[src/rtl/filt_decim_rs.sv]
// filt_decim_rs -- decimating output stage for filt_fir.
//
// Keeps one of every gp_decim enabled input samples, drops gp_shift LSBs
// (round-half-up when FILT_DECIM_ROUND_EN is defined, truncation toward
// -inf otherwise), saturates to gp_oup_width and presents each kept sample
// with a one-cycle strobe. Two register stages: capture/shift, then
// saturate/output.
//
// Build option:
//   FILT_DECIM_ROUND_EN  defined   -> add 2^(gp_shift-1) before the shift
//                        undefined -> plain arithmetic shift, no adder
//
// Ports:
//   i_clk      in   1             rising-edge clock
//   i_rst      in   1             asynchronous active-high reset
//   i_ena      in   1             input sample enable
//   i_data     in   gp_inp_width  signed FIR sample
//   i_ovf_clr  in   1             synchronous clear of o_ovf
//   o_data     out  gp_oup_width  signed decimated/rounded/saturated sample
//   o_valid    out  1             one-cycle strobe for new o_data
//   o_ovf      out  1             sticky saturation flag (set wins over clear)

module filt_decim_rs #(
  parameter int unsigned gp_inp_width = 32,
  parameter int unsigned gp_oup_width = 16,
  parameter int unsigned gp_shift     = 12,
  parameter int unsigned gp_decim     = 4
) (
  input  logic                    i_clk,
  input  logic                    i_rst,
  input  logic                    i_ena,
  input  logic [gp_inp_width-1:0] i_data,
  input  logic                    i_ovf_clr,
  output logic [gp_oup_width-1:0] o_data,
  output logic                    o_valid,
  output logic                    o_ovf
);

  // One guard bit so the rounding add can never wrap.
  localparam int unsigned AW = gp_inp_width + 1;
  localparam int unsigned PW = (gp_decim > 1) ? $clog2(gp_decim) : 1;
  localparam logic [PW-1:0] PH_LAST = PW'(gp_decim - 1);

  // Saturation bounds expressed in the accumulator width.
  localparam logic [AW-1:0] SAT_MAX =
    {{(AW - gp_oup_width + 1){1'b0}}, {(gp_oup_width - 1){1'b1}}};
  localparam logic [AW-1:0] SAT_MIN =
    {{(AW - gp_oup_width + 1){1'b1}}, {(gp_oup_width - 1){1'b0}}};

  logic [PW-1:0]           ph;
  logic                    keep;
  logic signed [AW-1:0]    ext;
  logic signed [AW-1:0]    sum;
  logic signed [AW-1:0]    shifted;
  logic signed [AW-1:0]    acc;
  logic                    v1;
  logic [gp_oup_width-1:0] sat_data;
  logic                    clip;

  // ---------------------------------------------------------------------
  // Phase counter: advances only on enabled samples, wraps at gp_decim-1.
  // With gp_decim = 1, PH_LAST is 0 so the counter stays at 0.
  // ---------------------------------------------------------------------
  always_ff @(posedge i_clk or posedge i_rst) begin
    if (i_rst) begin
      ph <= '0;
    end else if (i_ena) begin
      ph <= (ph == PH_LAST) ? '0 : ph + PW'(1);
    end
  end

  assign keep = i_ena && (ph == '0);

  // ---------------------------------------------------------------------
  // Stage 1: sign-extend, optional rounding offset, arithmetic shift.
  // ---------------------------------------------------------------------
  assign ext = {i_data[gp_inp_width-1], i_data};

`ifdef FILT_DECIM_ROUND_EN
  localparam int unsigned RSH = (gp_shift > 0) ? gp_shift - 1 : 0;
  localparam logic [AW-1:0] RND =
    (gp_shift > 0) ? ({{(AW - 1){1'b0}}, 1'b1} << RSH) : '0;
  assign sum = ext + $signed(RND);
`else
  assign sum = ext;
`endif

  assign shifted = sum >>> gp_shift;

  always_ff @(posedge i_clk or posedge i_rst) begin
    if (i_rst) begin
      acc <= '0;
      v1  <= 1'b0;
    end else begin
      v1 <= keep;
      if (keep) begin
        acc <= shifted;
      end
    end
  end

  // ---------------------------------------------------------------------
  // Stage 2: saturate to the output range.
  // ---------------------------------------------------------------------
  always_comb begin
    sat_data = acc[gp_oup_width-1:0];
    clip     = 1'b0;
    if (acc > $signed(SAT_MAX)) begin
      sat_data = SAT_MAX[gp_oup_width-1:0];
      clip     = 1'b1;
    end else if (acc < $signed(SAT_MIN)) begin
      sat_data = SAT_MIN[gp_oup_width-1:0];
      clip     = 1'b1;
    end
  end

  always_ff @(posedge i_clk or posedge i_rst) begin
    if (i_rst) begin
      o_data  <= '0;
      o_valid <= 1'b0;
      o_ovf   <= 1'b0;
    end else begin
      o_valid <= v1;
      if (v1) begin
        o_data <= sat_data;
      end
      // A saturating sample on the same edge as a clear keeps the flag set.
      if (v1 && clip) begin
        o_ovf <= 1'b1;
      end else if (i_ovf_clr) begin
        o_ovf <= 1'b0;
      end
    end
  end

endmodule
[config.mk]
export PLATFORM = sky130hd
export DESIGN_NAME = filt_decim_rs
export DESIGN_NICKNAME = d
export VERILOG_FILES = /design/src/rtl/filt_decim_rs.sv
export SDC_FILE = /design/constraint.sdc
export NUM_CORES = 1
export LEC_CHECK = 0
export CORE_MARGIN = 4
export CORE_UTILIZATION = 46
export CTS_BUF_LIST = sky130_fd_sc_hd__clkbuf_8
export DETAILED_ROUTE_END_ITERATION = 12
export PLACE_DENSITY = 0.81
export SLEW_MARGIN = 20
export SYNTH_ARGS = -nofsm -noshare
export SYNTH_HDL_FRONTEND = slang
export SYNTH_SLANG_ARGS = --single-unit
[constraint.sdc]
create_clock -name i_clk -period 1.7 [get_ports i_clk]
set_clock_uncertainty 0.1 [all_clocks]
set_input_delay 0.34 -clock i_clk [delete_from_list [all_inputs] [get_ports i_clk]]
set_output_delay 0.34 -clock i_clk [all_outputs]
set_load 0.005 [all_outputs]
== Word-level counts from Yosys, hierarchy flattened ==
Index checks and enable logic that the tools add are counted.

* Register bits after elaboration: 41
* Output and inout bits: 18
* Word-level logic and storage cells: 21

* Add/sub/neg operators: 1
* $lt $le $gt $ge: 2
* Eq/ne operators: 1
* Multiplexer cells: 7
* Reductions and logical operators: 4

{| class="wikitable"
|+ Operator list
! kind !! number
|-
| 16-bit 2-to-1 mux || 2
|-
| 20-bit by 16-bit greater-than comparator with 1-bit output (second input constant) || 1
|-
| 20-bit by 16-bit < comparator with 1-bit output (second input constant) || 1
|-
| 1-bit 2-to-1 mux || 4
|-
| 2-bit by 1-bit adder with 2-bit output (second input constant) || 1
|-
| 2-bit equality test (second input constant) || 1
|-
| 1-bit logical AND || 2
|-
| 2-bit zero test || 1
|-
| 2-bit 2-to-1 mux || 1
|-
| 2-bit nonzero test || 1
|}

== Depth between registers and ports, before layout ==
* Word-level depth: 5
* Gate-level depth with buffers: 5
* Mapped depth without buffers: 4

== Worst setup path after synthesis ==
OpenSTA, ideal clock, no wires.

* Kind: register -> register
* Start point: register ph[0]
* End point: register acc[10]
* Library setup time: 125 ps
* Arrival time: 1,195 ps
* Setup slack: 280 ps
* Cell stages (with the launch flop): 6
* Buffers on the path: 1
* Period minus slack after synthesis: 1,420 ps
* Cell sequence: dfrtp_1 inv_1 ha_1 nand2_1 buf_2 mux2_2

* Word-level cells in the longest chain between the ends: 2

{| class="wikitable"
|+ Ends and longest elaborated chain
! element !! RTL line !! text
|-
| start, declared || 50 || <nowiki>logic [PW-1:0] ph;</nowiki>
|-
| start signal, assigned || 68 || <nowiki>ph <= (ph == PH_LAST) ? '0 : ph + PW'(1);</nowiki>
|-
| 2-bit zero test || 72 || <nowiki>assign keep = i_ena && (ph == '0);</nowiki>
|-
| 1-bit logical AND || 72 ||
|-
| end signal, assigned || 97 || <nowiki>acc <= shifted;</nowiki>
|-
| end, declared || 55 || <nowiki>logic signed [AW-1:0] acc;</nowiki>
|}

Every way passes these cells.
A chain may end at the register's enable or synchronous reset.

== Worst setup path in the final report ==
* Start point: register o_data[3]
* End point: output o_data[3]

{| class="wikitable"
|+ RTL lines
! element !! RTL line !! text
|-
| start, declared || 34 || <nowiki>output logic [gp_oup_width-1:0] o_data,</nowiki>
|-
| start signal, assigned || 125 || <nowiki>o_data <= sat_data;</nowiki>
|}

No word-level cell between the ends.

==> results.md <==
* Startpoint types: register
* Status: finished clean
* Die area at between 4000 and 5000 µm²
* TritonCTS Buffers at 5
* Peak VDD IR at slightly above 1000 µV
* Post-cts hold buffer count at 0
* Top cell type's share of synthesized area at 65.4%
* Final setup TNS at 0 ns
* Drt first pass iters at 4
* Total GRT Usage at between 10% and 20%
* Worst reg2reg endpoint: acc[13]$_DFFE_PP0P_
* Die H at 66.4 µm
* Clock root buffer: clkbuf_8
* Slew headroom at about 56%
* Final hold vios at 0
* Worst path arrival time at between 1 and 1.5 ns
* Fin nets at 187
* Port Buf Inserts at just over 40
* Max Cap Viol at 0
* CP max-delay cell: clkdlybuf4s50_1
* FMAX at about 620 MHz
* Final Cycle Share at 94.5%
* Yosys cell types at 19
* CP peak stage delay at ~0.5 ns
* Clock Pin Slew Worst Setup and Hold Paths at about 0.08 ns
* GP Congestion at between 0.7 and 0.8
* Final min period at between 1.5 and 2 ns
* DP HPWL at 2.21 mm
* Setup CP Type: reg2out
* Global-route wire length before repair at around 5.0 mm
* Post-Synthesis Cells at approximately 100
* Sequential area share after synthesis at between 60 and 70%
* Fillers at 259
* Slew @ Worst Pin at roughly 0.65 ns
* DR WL met3 at around 180 µm
* Initial Util at 49.8%
* IO Pins at 54
* Drt via density at ~5.3
* Clock tree buffer depth at 2
* R2R Setup Slk at roughly 0.21 ns
* Syn nets at 139
* Area contributors post-synth: dfrtp_1 65%, mux2_2 15%, a221o_1 9.6%
* Most instantiated cells after synthesis: 41 x dfrtp_1, 21 x mux2_2, 15 x a221o_1
* # diodes at 0
* Leakage power at 0.927 nW
* ANT nets after route at 0
* Synth area leader: dfrtp_1
* Max-slew violation count at 0
* Worst reg2reg startpoint: ph[0]$_DFFE_PP0P_
* Wire per inst at 15.7 µm
* RSZ-0062 raised after global routing: no
* Async SR Flop Fraction at between 90% and 100%
* Vias in the first global route at 1040
* Crit path from: o_data[3]$_DFFE_PP0P_
* Synthesis-stage register bit count at 41
* Initial drt markers at 34
* Row cnt at 20
* Vias at 1023
* Ys flop type: dfrtp_1
* GRT overflow at 0
* Most frequent cell after synthesis: dfrtp_1
* DRT Wirelength at between 3 and 4 mm
* Number of gates resized after cts at 0
* Post-CTS setup buffers at 0
* Wl on met1 at 1.28 mm
* Initial antenna violation count at 0
* Worst Setup EP: o_data[3]
* Area delta synth->final at 37.8%
* CP Depth at 1
* Final core occ at between 60% and 70%
* H-tree depth at 2
* Synth Cell Area at around 1600 µm²
* Synthesis warning total at 0
* Largest net degree at the start of global routing at 42
* Post-synth EDFFs at 0
* Worst-path maximum fanout at 2
* Pwr Density at approximately 1800 nW/µm²
* Critical Path RT at about 1.3 ns
* CP bufs+invs at 1
* Crit path capture type: primary output
* Reg2Reg Depth at 5
* CP delay by family, top: buffers and inverters
* DRC at 0
* Met2 WL at 1.54 mm
* Final setup margin at ~0.094 ns
* Clock Sinks at a little over 40
* Avg Cell Area, Syn at 15.5 µm²
* Setup WS pre-CTS at about 0.030 ns
* Hold Crit Class: in2async
* Die width at roughly 66 µm
* CTS tree: done
* Core footprint at between 3000 and 4000 µm²
* Final setup fails at 0
* Cells along the critical path: clkdlybuf4s50_1
* Worst-Skew Late Latency at about 0.29 ns
* Layout cells sized above 1 at roughly 25%
* Uppermost routed layer: met4
-- logic make-up after synthesis --
logic type      count (synthesis)  synth area share [%]
compound gates                 19                  11.4
fa+ha+maj                       2                  1.59
buf+inv                        11                  3.51
flops                          41                  65.4
mux                            21                  15.1
simple gates                    7                  3.03
-- area by class of cell --
type                       count  area [µm²]  share of cell area [%]
clock buffer                   6        82.6                    3.82
clock inverter                 2        13.8                   0.637
inverter                       6        22.5                    1.04
multi-input combinational     49         502                    23.2
sequential                    41        1030                    47.5
tap                           44        55.1                    2.55
timing repair buffer          46         460                    21.3
-- worst min path at each step --
stage                     slack, ns               endpoint
final                          0.30      ph[0]$_DFFE_PP0P_
after global routing           0.30      ph[0]$_DFFE_PP0P_
after CTS                      0.29  o_data[3]$_DFFE_PP0P_
after detailed placement       0.34      o_valid$_DFF_PP0_
after global placement         0.35      o_valid$_DFF_PP0_
after floorplan                0.32      o_valid$_DFF_PP0_
-- routing by layer --
metal,vias to the layer above,global-route usage (%)
met5,-,0
met4,0,7.61
met1,508,19.6
li1,476,-
met3,8,4.93
met2,31,24.0
-- power breakdown --
group	internal (mW)	total (mW)	switching [mW]
Combinational	0.931	1.40	0.472
Sequential	1.47	1.76	0.299
Clock	0.329	0.648	0.319
Total	2.73	3.82	1.09
-- per-stage QoR --
stage / cells / power, mW / instance area (µm²) / hold WS, ns
final: 194 / 3.82 / 2160 / 0.296
after global routing: 194 / 4.08 / 2160 / 0.303
after CTS: 194 / 3.85 / 2150 / 0.294
after detailed placement: 186 / 3.19 / 2050 / 0.344
after global placement: 186 / 3.10 / 2050 / 0.347
after floorplan: 101 / 2.50 / 1570 / 0.319
-- state kept, by name, indices dropped and copies added, names as in the netlist --
register  count
o_ovf         1
ph            2
o_data       16
v1            1
o_valid       1
acc          20
-- placed cells by master (no fill, tap or decap), types with 2 or more instances in the layout --
| master | instances |
|---|---|
| ha_1 | 2 |
| a221o_1 | 15 |
| buf_4 | 4 |
| clkbuf_8 | 6 |
| mux2_2 | 21 |
| dfrtp_1 | 41 |
| clkdlybuf4s50_1 | 41 |
| nand2_1 | 2 |
| o21ai_0 | 2 |
| inv_1 | 5 |
No activity file was read; power rests on OpenSTA's default activity.
==> patch, RTL diff (config.mk and constraints unchanged) <==
Set the parameter `gp_decim` to 2 (it was 4).
--- a/src/rtl/filt_decim_rs.sv
+++ b/src/rtl/filt_decim_rs.sv
@@ -25,5 +25,5 @@
   parameter int unsigned gp_oup_width = 16,
   parameter int unsigned gp_shift     = 12,
-  parameter int unsigned gp_decim     = 4
+  parameter int unsigned gp_decim     = 2
 ) (
   input  logic                    i_clk,
Formal check against the unedited RTL: not equivalent (a bounded check fails within 10 cycles, from zero or initial values and one cycle with i_rst high).
==> patch against the unedited design <==
Synthesized area shrank 4.6%. Sequential cell count is 1 lower. Cell area shrank 3.3%. First-iteration DRC count decreased by 12%. Synthesized cell count down 9.9%. Wire length fell by 5.9%. Via count decreased by 7.6%. Worst setup slack worse by 5.2 ps. Utilization shrank 0.64 points. Total power is 4.5% lower. Cell count down 5.7%. Highest routed layer unchanged.
==> patch: results (changes against the unedited design) <==
* RR Endpoint: o_ovf$_DFFE_PP0P_
* Post-place setup slack at -65.2 ps (-95.1 ps)
* Total track usage at 16.2% (+0.61 points)
* GR Layer Usage met1 at 17.4% (-2.2 points)
* Buffers excl. clock at 45 (-2.2%)
* Final clock-cell share at 4.31% (-0.15 points)
* Gpl congestion at 0.692 (-1.6%)
* Net Count, Synth at 127 (-8.6%)
* Vias in the first global route at 1071 (+3.0%)
* FF-to-FF Start: acc[15]$_DFFE_PP0P_
* R2r worst-path depth at 3 (-2)
* Outcome: finished clean
* Filler cells at 232 (-10%)
* First-pass GRT wire length at 5070 um (+1.5%)
* Crit path to: o_data[14]
* Yosys cell types at 17 (-2)
* Initial DRC Count at 30 (-12%)
* Metal-1 WL at 1100 um (-14%)
* Clk sinks at 40 (-2.4%)
* Invs w/o clock at 2 (-4)
* Top Registers: acc x20, o_data x16
* DR WL met2 at 1520 um (-0.98%)
* Dpl cells at 175 (-5.9%)
* Area contributors post-synth: dfrtp_1, mux2_1, a221o_1, mux2_2, nor2b_1
* Worst-Margin Slew at 618 ps (-35.3 ps)
* WL met3 at 159 um (-9.1%)
* Multi-input combinational area share at 22.6% (-0.64 points)
* Layout Nets at 174 (-7.0%)
* Met3 Usage GRT at 5.03% (+0.094 points)
* Non-clock buffering overhead at 22.3% (+0.97 points)
* Final min period at 1610 ps (+5.16 ps)
* Placed inst area at 1990 um^2 (-3.2%)
* Fin util at 67.9% (-0.64 points)
* VDD IR max at 0.771 mV (-24%)
* Comb power frac at 35.7% (-1.1 points)
==> patch: changes by cell type in the layout (fill, tap and decap cells not counted) <==
cell and change:
nand3_1 -1, dfrtp_1 -1, clkinv_4 -1, clkinv_2 -1, mux2_2 -18, buf_12 +1
mux2_1 +18, inv_1 -2, nor2b_2 +1, buf_4 -2, nand2_1 -2, o21ai_0 -2
ha_1 -2, xor2_1 +1
==> patch: logic make-up (layout without fill, tap and decap cells) <==
| family | after synthesis | in the layout | synth area share (%) |
|---|---|---|---|
| multiplexers | 21 | 21 | 15.8 |
| XOR/XNOR | 1 | 1 | 0.585 |
| flip-flops | 40 | 40 | 66.9 |
| AO/OA/AOI/OAI | 17 | 17 | 11.3 |
| buffers and inverters | 7 | 55 | 2.68 |
| AND/OR/NAND/NOR | 5 | 5 | 2.76 |
==> patch: what timing repair did <==
item,4_1_cts,5_1_grt
gates resized for setup,1,1
setup buffers,0,0
setup endpoints to repair,1,15
